==> src/rtl/rssb_pkg.sv <==
// Shared types and constants for the RSSB processor (control unit and datapath).
package rssb_pkg;

  localparam int DATA_W_DEF = 8;
  localparam int ADDR_W_DEF = 8;

  typedef logic [DATA_W_DEF-1:0] word_t;
  typedef logic [ADDR_W_DEF-1:0] addr_t;

  typedef enum logic {
    MEM_SEL_PC  = 1'b0,
    MEM_SEL_OP1 = 1'b1
  } mem_sel_e;

  typedef enum logic {
    PC_INC1 = 1'b0,
    PC_INC2 = 1'b1
  } pc_sel_e;

  localparam addr_t HALT_ADDR = '1;

endpackage

==> src/rtl/rssb_mem.sv <==
// RSSB word memory: one combinational read port, one synchronous write port
// shared between program loading (priority) and datapath write-back.
module rssb_mem
  import rssb_pkg::*;
#(
  parameter int DATA_W = DATA_W_DEF,
  parameter int ADDR_W = ADDR_W_DEF
) (
  input  logic              clk,
  input  logic              rst,
  input  logic [ADDR_W-1:0] addr,
  output logic [DATA_W-1:0] rdata,
  input  logic              dp_we,
  input  logic [DATA_W-1:0] dp_data,
  input  logic              prog_we,
  input  logic [ADDR_W-1:0] prog_addr,
  input  logic [DATA_W-1:0] prog_data
);

  logic [DATA_W-1:0] mem [0:2**ADDR_W-1];

  assign rdata = mem[addr];

  // Contents survive reset; only the datapath write is blocked while rst is high.
  always_ff @(posedge clk) begin
    if (prog_we) begin
      mem[prog_addr] <= prog_data;
    end else if (dp_we && !rst) begin
      mem[addr] <= dp_data;
    end
  end

endmodule

==> src/rtl/rssb_datapath.sv <==
// RSSB datapath: PC, op1, accumulator, neg flag, subtractor and word memory.
// Optional halt detection is enabled by defining RSSB_HALT_DETECT_EN.
module rssb_datapath
  import rssb_pkg::*;
#(
  parameter int DATA_W = DATA_W_DEF,
  parameter int ADDR_W = ADDR_W_DEF
) (
  input  logic              clk,
  input  logic              rst,
  input  logic              sel_mem,
  input  logic              sel_pc,
  input  logic              write_op1,
  input  logic              write_acc,
  input  logic              write_mem,
  input  logic              write_pc,
  input  logic              prog_we,
  input  logic [ADDR_W-1:0] prog_addr,
  input  logic [DATA_W-1:0] prog_data,
`ifdef RSSB_HALT_DETECT_EN
  output logic              halt,
`endif
  output logic              neg,
  output logic [ADDR_W-1:0] pc_o,
  output logic [DATA_W-1:0] acc_o
);

  logic [ADDR_W-1:0] pc;
  logic [ADDR_W-1:0] op1;
  logic [DATA_W-1:0] acc;
  logic              neg_r;
  logic [ADDR_W-1:0] addr;
  logic [DATA_W-1:0] rdata;
  logic [DATA_W:0]   r_ext;
  logic [DATA_W-1:0] r;
  logic              borrow;
  logic [ADDR_W-1:0] pc_step;
  logic              run;

  assign addr = (mem_sel_e'(sel_mem) == MEM_SEL_OP1) ? op1 : pc;

  // One extra bit keeps the true sign of the difference even when r wraps.
  assign r_ext  = {rdata[DATA_W-1], rdata} - {acc[DATA_W-1], acc};
  assign r      = r_ext[DATA_W-1:0];
  assign borrow = r_ext[DATA_W];

  assign pc_step = (pc_sel_e'(sel_pc) == PC_INC2) ? ADDR_W'(2) : ADDR_W'(1);

`ifdef RSSB_HALT_DETECT_EN
  logic halt_r;

  always_ff @(posedge clk or posedge rst) begin
    if (rst) begin
      halt_r <= 1'b0;
    end else if (write_op1 && (rdata[ADDR_W-1:0] == {ADDR_W{1'b1}})) begin
      halt_r <= 1'b1;
    end
  end

  assign halt = halt_r;
  assign run  = !halt_r;
`else
  assign run = 1'b1;
`endif

  always_ff @(posedge clk or posedge rst) begin
    if (rst) begin
      pc    <= '0;
      op1   <= '0;
      acc   <= '0;
      neg_r <= 1'b0;
    end else begin
      if (write_op1) begin
        op1 <= rdata[ADDR_W-1:0];
      end
      if (write_acc && run) begin
        acc   <= r;
        neg_r <= borrow;
      end
      if (write_pc && run) begin
        pc <= pc + pc_step;
      end
    end
  end

  rssb_mem #(
    .DATA_W(DATA_W),
    .ADDR_W(ADDR_W)
  ) u_mem (
    .clk      (clk),
    .rst      (rst),
    .addr     (addr),
    .rdata    (rdata),
    .dp_we    (write_mem && run),
    .dp_data  (r),
    .prog_we  (prog_we),
    .prog_addr(prog_addr),
    .prog_data(prog_data)
  );

  assign pc_o  = pc;
  assign acc_o = acc;
  assign neg   = neg_r;

endmodule

==> config.mk <==
export PLATFORM = sky130hd
export DESIGN_NAME = rssb_datapath
export DESIGN_NICKNAME = d
export VERILOG_FILES = /design/src/rtl/rssb_pkg.sv /design/src/rtl/rssb_mem.sv /design/src/rtl/rssb_datapath.sv
export SDC_FILE = /design/constraint.sdc
export NUM_CORES = 2
export LEC_CHECK = 0
export ABC_AREA = 1
export BUFFER_PORTS_ARGS = -buffer_cell sky130_fd_sc_hd__buf_2
export CORE_MARGIN = 2
export CORE_UTILIZATION = 40
export CTS_CLUSTER_DIAMETER = 60
export DETAILED_ROUTE_END_ITERATION = 7
export GPL_ROUTABILITY_DRIVEN = 1
export GPL_TIMING_DRIVEN = 0
export PLACE_DENSITY_LB_ADDON = 0.25
export REMOVE_ABC_BUFFERS = 1
export SLEW_MARGIN = 20
export SYNTH_ARGS = -nofsm -noshare
export SYNTH_HDL_FRONTEND = slang
export SYNTH_SLANG_ARGS = --single-unit
==> constraint.sdc <==
create_clock -name clk -period 19.6 [get_ports clk]
set_clock_uncertainty 0.2 [all_clocks]
set_input_delay 0 -clock clk [delete_from_list [all_inputs] [get_ports clk]]
set_output_delay 0 -clock clk [all_outputs]
set_load 0.03 [all_outputs]
==> results_dict.tcl <==
set metrics [dict create \
    status "complete, no violations" \
    via_per_inst 5.49 \
    crit_fanout 106 \
    vias 55700 \
    core_area_sq_um 211000 \
    grt_remaining_overflow 0 \
    reg2reg_depth 28 \
    rsz0062_at_grt "false" \
    cts_setup_buffers 0 \
    syn_area_per_cell_sq_um 11.8 \
    drv_cap 0 \
    ys_seq_area_share_pct 73.2 \
    dieArea_sq_um 216000 \
    vdd_drop_max_uv 116 \
    synth_area_sq_um 84900 \
    place_inst 9752 \
    seqPwrFrac_pct 38.8 \
    antenna_found_initial 5 \
    multiInputGateArea_sq_um 20500 \
    slew_violations 0 \
    firstDrtPassIters 5 \
    cp_common_cell "buf_16" \
    instances_no_fill 10200 \
    fmax_mhz 122 \
    hold_class "primary input to flip-flop" \
    p_int_uw 8760 \
    cts.htree.levels 4 \
    drt_iter0_drc 6352 \
    ant_nets 0 \
    wire_per_inst_um 23.4 \
    fin_ws_ps 11380 \
    cts_inserted_buffers 207 \
    worstMarginPinSlew_ps 931 \
    clock_path_buffers 3 \
    drive_gt1_share_pct 7.95 \
    fp.dieW_um 465 \
    die_h_um 465 \
    drc 0 \
    r2r-start "op1[0]$_DFFE_PP0P_" \
    dp_hpwl_mm 144 \
    max_stage_delay_ps 500 \
    startpoint_type "flip-flop" \
    fillerInstances 18700 \
    period_minus_slack_ps 8220 \
    critical_path_arrival_ps 8670 \
    critical_path_class "flip-flop to flip-flop" \
    power.leakage_uw 0.0338 \
    yosys_warnings 0 \
    grt_max_degree 112 \
    cts_tree "built" \
    p_switching_uw 4710 \
    cts_root_buf "clkbuf_16" \
    initial_utilization_pct 40.1 \
    hold_viol_final 0 \
    clkSinkCount 2073 \
    synthToLayoutAreaGrowth_pct 15.7 \
    grt_pass1_vias 53700 \
    seq_area_sq_um 62100 \
    min_period_over_period_pct 41.9 \
    endpoint "u_mem.mem[211][6]$_DFFE_PP_" \
    rows 169 \
    worst-path-stages 28 \
    sw_frac_of_total_pct 35.0 \
    nets 7205 \
    cp-startpoint "op1[0]$_DFFE_PP0P_" \
    clk_pin_slew_ps 70 \
    comb_power_share_pct 33.6 \
    power_uw 13500 \
    required_ps 20060 \
    synth_cell_types 32 \
    grt_pass1_wl_mm 352 \
    routed_wirelength_mm 238 \
    regToRegSetupSlack_ps 11380 \
    clk_latency_ps 840 \
    clkPwrFrac_pct 27.6 \
    cp_num_buf_inv 10 \
    cpMaxStageDelayCell "o21ai_4" \
    cp-end-kind "flip-flop" \
    ioPinCount 42 \
    holdWs_ps 93.7 \
    gp_congestion 0.827 \
    syn_inst 7187 \
    setup_violations 0 \
    regToRegEndpoint "u_mem.mem[211][6]$_DFFE_PP_" \
    path_delay_family "buffers and inverters" \
    power_density_nw_per_um2 137 \
    grtUsageTotal_pct 21.6 \
    portBuffers 41 \
    place_ws_ps 11410 \
    synth_seq_cells 2073 \
    slew_headroom_pct 37.9 \
]
kinds of logic after synthesis:
family,after synthesis,share of synthesized area (%)
AND/OR/NAND/NOR,4479,23.1
flip-flops,2073,73.2
buffers and inverters,564,2.98
AO/OA/AOI/OAI,48,0.358
adder cells (fa/ha/maj),12,0.195
XOR/XNOR,11,0.114
worst min path at each step:
stage	startpoint	to	cells after the start
2_1_floorplan	rst	acc_o[0]$_DFFE_PP0P_	1
3_3_place_gp	write_acc	acc_o[2]$_DFFE_PP0P_	2
3_5_place_dp	rst	acc_o[2]$_DFFE_PP0P_	2
4_1_cts	prog_data[5]	u_mem.mem[167][5]$_DFFE_PP_	4
5_1_grt	prog_data[5]	u_mem.mem[167][5]$_DFFE_PP_	4
6_report	prog_addr[0]	u_mem.mem[170][6]$_DFFE_PP_	7
metrics by stage:
stage | utilization [%] | setup TNS [ps] | cell area, sq um
final | 46.4 | 0 | 98200
after global routing | 46.4 | 0 | 98100
after CTS | 46.4 | 0 | 98100
after detailed placement | 43.3 | 0 | 91600
after global placement | 40.8 | - | 86300
after floorplan | - | -9451450 | 82600
registers in the layout (all words and copies together) (netlist names):
signal	flops
acc_o	8
neg	1
op1	8
pc_o	8
u_mem.mem	2048
per-layer routing:
metal / global-route usage (%) / part of all wire (%)
met1: 29.5 / 42
met2: 34.4 / 47
met3: 3.67 / 7.2
met4: 8.38 / 4.1
met5: 0 / 0
worst reg2reg max path: cells and delay by family (launching register included):
family / cells / cell delay [ps]
fa+ha+maj: 2 / 710
simple gates: 11 / 2370
buf+inv: 10 / 2870
compound gates: 4 / 1270
flops: 1 / 410
xor+xnor: 1 / 190
final cells by class:
class                   instances  share of cell area (%)
clock buffers                 262                    5.55
well taps                    2821                    3.60
inverters                      77                   0.312
diodes                          6                  0.0153
repair buffers                259                    5.56
clock inverters               110                   0.785
flip-flops and latches       2073                    63.3
multi-input cells            4550                    20.9
synth_stat cells:
cell type,instances,area [sq um]
o21bai_1,2,15.0
nand3b_1,1,7.51
edfxtp_1,2048,61500
inv_1,67,251
nor2_1,260,976
xnor2_1,5,43.8
nor3_2,1,10.0
buf_2,312,1560
nand3_2,6,60.1
or2_0,1,6.26
o21ai_1,3,15.0
ha_1,10,125
nand3_1,2112,10600
nand2_2,18,113
a21oi_1,6,30.0
nor2_4,4,45.0
fa_1,2,40.0
o21ai_0,25,125
buf_6,2,22.5
dfrtp_1,25,626
o21ai_2,9,78.8
inv_2,10,37.5
nand2_1,2055,7710
nor2_2,9,56.3
a21o_1,1,7.51
and2_1,6,37.5
buf_1,48,180
clkbuf_1,123,462
o21ai_4,2,32.5
buf_4,2,15.0
xor2_1,6,52.6
or2_2,6,37.5
power groups by stage:
stage               Combinational [uW]  Clock (uW)  Sequential, uW
floorplan                         3050           0            5600
global placement                  5140           0            5930
detailed placement                4490           0            5320
CTS                               4510        3770            5230
global route                      4850        3940            5230
finish                            4520        3720            5230
what timing repair did:
| item | CTS | global route |
|---|---|---|
| hold buffers | 28 | 0 |
| hold endpoints to repair | 1187 | 0 |
| resized for setup | 0 | 0 |
layout by cell type (no fill, tap or decap), types with 8 or more instances in the layout:
| master | count |
|---|---|
| nand3_4 | 8 |
| bufinv_16 | 9 |
| edfxtp_1 | 2048 |
| clkinv_2 | 32 |
| dfrtp_1 | 25 |
| inv_2 | 9 |
| inv_1 | 65 |
| clkinv_1 | 55 |
| dlygate4sd3_1 | 28 |
| nand2_4 | 11 |
| nand3_1 | 2110 |
| o21ai_0 | 17 |
| clkbuf_1 | 52 |
| buf_2 | 41 |
| clkbuf_16 | 210 |
| ha_1 | 10 |
| buf_12 | 24 |
| nand2_1 | 2046 |
| buf_16 | 160 |
| o21ai_4 | 14 |
| nand2_2 | 14 |
| nor2_2 | 9 |
| nor2_1 | 260 |
Power figures use the tool's default switching activity.
